### src/rtl/mem_port_arbiter.sv
// Two-requester arbiter for a single-ported memory: fetch and load/store share one port.
// Round-robin on contention, fixed-latency access timed by a down-counter, one-cycle ack.
module mem_port_arbiter #(
    parameter int WIDTH = 32,
    parameter int LAT   = 2,
    parameter int CW    = 4
) (
    input  logic             clk,
    input  logic             rst_n,
    input  logic             if_req,
    input  logic [WIDTH-1:0] if_addr,
    input  logic             d_req,
    input  logic             d_we,
    input  logic [WIDTH-1:0] d_addr,
    input  logic [WIDTH-1:0] d_wdata,
    input  logic [WIDTH-1:0] mem_rdata,
    output logic             mem_en,
    output logic             mem_we,
    output logic             mem_sel,
    output logic [WIDTH-1:0] mem_addr,
    output logic [WIDTH-1:0] mem_wdata,
    output logic             if_ack,
    output logic             d_ack,
    output logic [WIDTH-1:0] rdata
);

    typedef enum logic [1:0] {
        IDLE    = 2'd0,
        GRANT_I = 2'd1,
        GRANT_D = 2'd2
    } state_t;

    state_t           state_reg, state_next;
    logic [CW-1:0]    cnt_reg, cnt_next;
    logic             last_grant_reg, last_grant_next;
    logic             mem_en_reg, mem_en_next;
    logic             mem_we_reg, mem_we_next;
    logic             mem_sel_reg, mem_sel_next;
    logic [WIDTH-1:0] mem_addr_reg, mem_addr_next;
    logic [WIDTH-1:0] mem_wdata_reg, mem_wdata_next;
    logic             if_ack_reg, if_ack_next;
    logic             d_ack_reg, d_ack_next;
    logic [WIDTH-1:0] rdata_reg, rdata_next;

    // A requester whose ack is showing this cycle is still dropping req; don't re-grant it.
    logic if_elig, d_elig, grant_d;
    assign if_elig = if_req && !if_ack_reg;
    assign d_elig  = d_req && !d_ack_reg;
    assign grant_d = d_elig && (!if_elig || !last_grant_reg);

    always_ff @(posedge clk or negedge rst_n) begin
        if (!rst_n) begin
            state_reg      <= IDLE;
            cnt_reg        <= '0;
            last_grant_reg <= 1'b1;
            mem_en_reg     <= 1'b0;
            mem_we_reg     <= 1'b0;
            mem_sel_reg    <= 1'b0;
            mem_addr_reg   <= '0;
            mem_wdata_reg  <= '0;
            if_ack_reg     <= 1'b0;
            d_ack_reg      <= 1'b0;
            rdata_reg      <= '0;
        end else begin
            state_reg      <= state_next;
            cnt_reg        <= cnt_next;
            last_grant_reg <= last_grant_next;
            mem_en_reg     <= mem_en_next;
            mem_we_reg     <= mem_we_next;
            mem_sel_reg    <= mem_sel_next;
            mem_addr_reg   <= mem_addr_next;
            mem_wdata_reg  <= mem_wdata_next;
            if_ack_reg     <= if_ack_next;
            d_ack_reg      <= d_ack_next;
            rdata_reg      <= rdata_next;
        end
    end

    always_comb begin
        state_next      = state_reg;
        cnt_next        = cnt_reg;
        last_grant_next = last_grant_reg;
        mem_en_next     = mem_en_reg;
        mem_we_next     = mem_we_reg;
        mem_sel_next    = mem_sel_reg;
        mem_addr_next   = mem_addr_reg;
        mem_wdata_next  = mem_wdata_reg;
        if_ack_next     = 1'b0;
        d_ack_next      = 1'b0;
        rdata_next      = rdata_reg;

        case (state_reg)
            IDLE: begin
                mem_en_next = 1'b0;
                mem_we_next = 1'b0;
                if (if_elig || d_elig) begin
                    mem_en_next     = 1'b1;
                    mem_sel_next    = grant_d;
                    last_grant_next = grant_d;
                    cnt_next        = CW'(LAT - 1);
                    if (grant_d) begin
                        mem_addr_next  = d_addr;
                        mem_we_next    = d_we;
                        mem_wdata_next = d_wdata;
                        state_next     = GRANT_D;
                    end else begin
                        mem_addr_next  = if_addr;
                        state_next     = GRANT_I;
                    end
                end
            end
            GRANT_I, GRANT_D: begin
                if (cnt_reg != '0) begin
                    cnt_next = cnt_reg - CW'(1);
                end else begin
                    rdata_next  = mem_rdata;
                    if_ack_next = (state_reg == GRANT_I);
                    d_ack_next  = (state_reg == GRANT_D);
                    mem_en_next = 1'b0;
                    mem_we_next = 1'b0;
                    state_next  = IDLE;
                end
            end
            default: begin
                state_next  = IDLE;
                mem_en_next = 1'b0;
                mem_we_next = 1'b0;
            end
        endcase
    end

    assign mem_en    = mem_en_reg;
    assign mem_we    = mem_we_reg;
    assign mem_sel   = mem_sel_reg;
    assign mem_addr  = mem_addr_reg;
    assign mem_wdata = mem_wdata_reg;
    assign if_ack    = if_ack_reg;
    assign d_ack     = d_ack_reg;
    assign rdata     = rdata_reg;

endmodule
### config.mk
export PLATFORM = sky130hd
export DESIGN_NAME = mem_port_arbiter
export DESIGN_NICKNAME = d
export VERILOG_FILES = /design/src/rtl/mem_port_arbiter.sv
export SDC_FILE = /design/constraint.sdc
export NUM_CORES = 1
export LEC_CHECK = 0
export CAP_MARGIN = 0
export CORE_ASPECT_RATIO = 1.25
export CORE_MARGIN = 5
export CORE_UTILIZATION = 40
export DETAILED_ROUTE_END_ITERATION = 7
export PLACE_DENSITY = 0.78
export SKIP_CTS_REPAIR_TIMING = 1
export SYNTH_ARGS = -nofsm -noshare
export SYNTH_HDL_FRONTEND = slang
export SYNTH_SLANG_ARGS = --single-unit
### constraint.sdc
create_clock -name clk -period 5.6 [get_ports clk]
set_input_delay 1.12 -clock clk [delete_from_list [all_inputs] [get_ports clk]]
set_output_delay 1.12 -clock clk [all_outputs]
set_load 0.005 [all_outputs]
==> key figures <==
Detailed routing
  – DR iter-0 viols: a little under 300
  – DR vias: 4,556
  – Drt total wl: 15,130 um
  – Avg WL per Cell: 17.40 um
  – ANT nets after route: 0
  – Vias per cell: roughly 5.2
  – DRC: 0
  – Detailed Routing Iterations Pass 1: 4

Critical path
  – RR Startpoint: state_reg[0]
  – Reg2reg setup slack: approximately 3.0 ns
  – Critical path cell sequence: clkdlybuf4s50_1, nand3b_1, a221oi_1, a22oi_1
  – R2r endpoint: mem_addr[17]
  – R2R depth: 5
  – Cell family with most CP delay: simple AND/OR/NAND/NOR gates
  – Endpoint class of the critical path: flop
  – CP max stage cell: nand3b_1
  – Crit-path max FO: 32
  – Startpoint Class: input pin
  – CP arrival: 3.28 ns
  – CP required: 5.77 ns
  – WS Path Type: input pin to flop
  – WP depth: 4
  – Worst Setup SP: if_req
  – CP endpoint: mem_addr[20]
  – WP buf/inv: 1
  – Max stage delay on crit path: 0.84 ns

STA
  – Tmin final: slightly above 3 ns
  – Max Clock Freq: roughly 0.32 GHz
  – Final hold violations: 0
  – TNS Setup: 0 ns
  – Slew Limit Fails: 0
  – Slew headroom: 14.38%
  – Tcrit/Tclk final: 55.63%
  – Final setup fails: 0
  – Worst Skew: 0.008048 ns
  – RSZ-0062 raised after global routing: no
  – Tightest Pin Transition: 1.280 ns

Clock tree
  – Clk sinks: 108
  – CTS tree: done
  – Clock slew at reported path FFs: 0.07 ns
  – CTS Buffer Depth: 2
  – CTS Buf Count: 9
  – Root Buffer: clkbuf_16
  – H-tree Lvls: 3
  – Later-pin clock latency in the skew report: 0.34 ns

Power
  – Power per standard cell area: 508.4 nW/um^2
  – Leakage: about 3.5 nW
  – VDD IR max: 217.1 uV

Place
  – Dpl hpwl: 10,890 um
  – GPL Wtd Cong: 0.8463
  – Port Buffer Count: 233
  – Post-DP Area: 7487 sq um

Global routing
  – Largest net degree at the start of global routing: 72
  – Met3 track demand over resource: 3.918%
  – Grt peak-use layer: met2
  – First-pass GRT wire length: 24,110 um
  – Routing usage on met1: 22.96%
  – GR Layer Usage met2: 35.76%
  – Vias in the first global route: 4,696
  – Grt ovf: 0
  – Total global routing track utilization: 19.61%
  – Initial antenna violation count: 0

Synth
  – Post-synthesis sequential area ratio: approximately 53%
  – Synth Cell Area: 5091 sq um
  – YS warnings: 0
  – Top cell type's share of synthesized area: 52.59%
  – Dominant cell type by area after synthesis: dfrtp_1
  – Synthesized instance count: 492
  – Synth async-reset ratio: 100.0%
  – Post-synth EDFFs: 0
  – Area contributors post-synth: dfrtp_1 53%, nand2_1 7.2%, and3b_1 5.7%
  – Synth Register Bits: 108
  – Avg Synthesized Cell Area: 10.35 sq um
  – Top_reg_cell synth: dfrtp_1
  – Synth cell types: between 40 and 50
  – Syn Nets: 629

Layout
  – Area delta synth->final: 53.08%
  – Ratio of cells with drive above 1 in the final layout: between 7 and 8%
  – Finished layout cell area: 7794 sq um
  – Antenna cells: 0
  – Net count, final: around 840
  – Fill count: 1,007

Floorplanning
  – Floorplan row count: 46
  – Die W: between 100 and 150 um
  – Starting Density: 40.39%
  – IO Pins: ~230
  – Core ar.: 12,600 sq um
  – Die H: 136.1 um
  – Full die area: 15,100 sq um

Run status
  – Status: finished clean

Hold path
  – Hold crit path type: flop to flop
  – Min-Delay Path Depth: 2

Job
  – Number of max-cap violations: 0
==> metrics by stage <==
step	std cells	util, %	total power [mW]	hold slack, ns	worst slack, ns
after floorplan	492	-	2.262	0.4697	3.190
after global placement	855	59.40	3.245	0.4574	2.233
after detailed placement	855	59.40	3.331	0.4618	2.167
after CTS	870	61.83	4.004	0.4782	2.529
after global routing	870	61.83	4.236	0.4924	2.312
final	870	61.83	3.962	0.4721	2.485
==> worst min path at each step <==
stage,slack (ns),to,startpoint
detailed placement,0.46,rdata[7],rdata[7]
CTS,0.48,rdata[7],rdata[7]
finish,0.47,rdata[18],rdata[18]
floorplan,0.47,rdata[0],rdata[0]
global placement,0.46,rdata[16],rdata[16]
global route,0.49,rdata[17],rdata[17]
==> area by class of cell <==
type                            count  area (sq um)  share of cell area [%]
Sequential cell                   108          2704                   34.69
Timing Repair Buffer              240          2382                   30.57
Multi-Input combinational cell    300          2044                   26.23
Clock buffer                       10         229.0                   2.938
Tap cell                          168         210.2                   2.697
Inverter                           39         146.4                   1.878
Clock inverter                      5         77.57                  0.9953
==> metal layers <==
layer	routed length [um]	share of wire (%)	up-vias
met5	0	0	-
met4	388	2.6	0
met3	952	6.3	26
met2	7870	52	208
met1	5923	39	2185
li1	-	-	2137
==> power breakdown <==
part	total [mW]	internal (mW)	switching [mW]
registers	1.40	1.17	0.223
logic	1.91	1.10	0.810
clock network	0.655	0.388	0.267
total	3.96	2.66	1.30
==> cell usage in the layout, fill, tap and decap left out, drive strengths merged, types with 3 or more instances in the layout <==
cell / n
clkdlybuf4s50: 232
dfrtp: 107
nand2: 97
inv: 39
o21ai: 34
and3b: 33
a221oi: 32
a22oi: 32
mux2: 32
clkbuf: 10
buf: 8
ha: 4
nor2: 3
a21o: 3
nand2b: 3
==> tightest hold or removal path, stage by stage (launching register included) <==
cell	delay (ns)
dfrtp_1	0.34
nand2_1	0.05
nand2_1	0.05
==> logic make-up after synthesis <==
logic type | share of synthesized area, %
and+or+nand+nor | 15.68
AOI/OAI and AO/OA | 15.88
DFF | 53.11
buffers and inverters | 7.078
muxes | 7.275
adders and majority gates | 0.9831
==> Yosys cell counts, types with 2 or more instances <==
library cell	count
nand3_1	2
and2_1	2
clkbuf_1	29
ha_1	4
nand4_1	2
nand2b_1	3
o21ai_1	5
mux2_1	7
buf_6	4
a311o_1	2
a21o_1	3
inv_1	38
dfrtp_1	107
nand2_1	97
a31o_2	2
buf_2	12
and3b_1	33
o21ai_0	29
nor2_1	3
a22oi_1	32
mux2_2	25
a221oi_1	32
No activity file was read; power rests on OpenSTA's default activity.
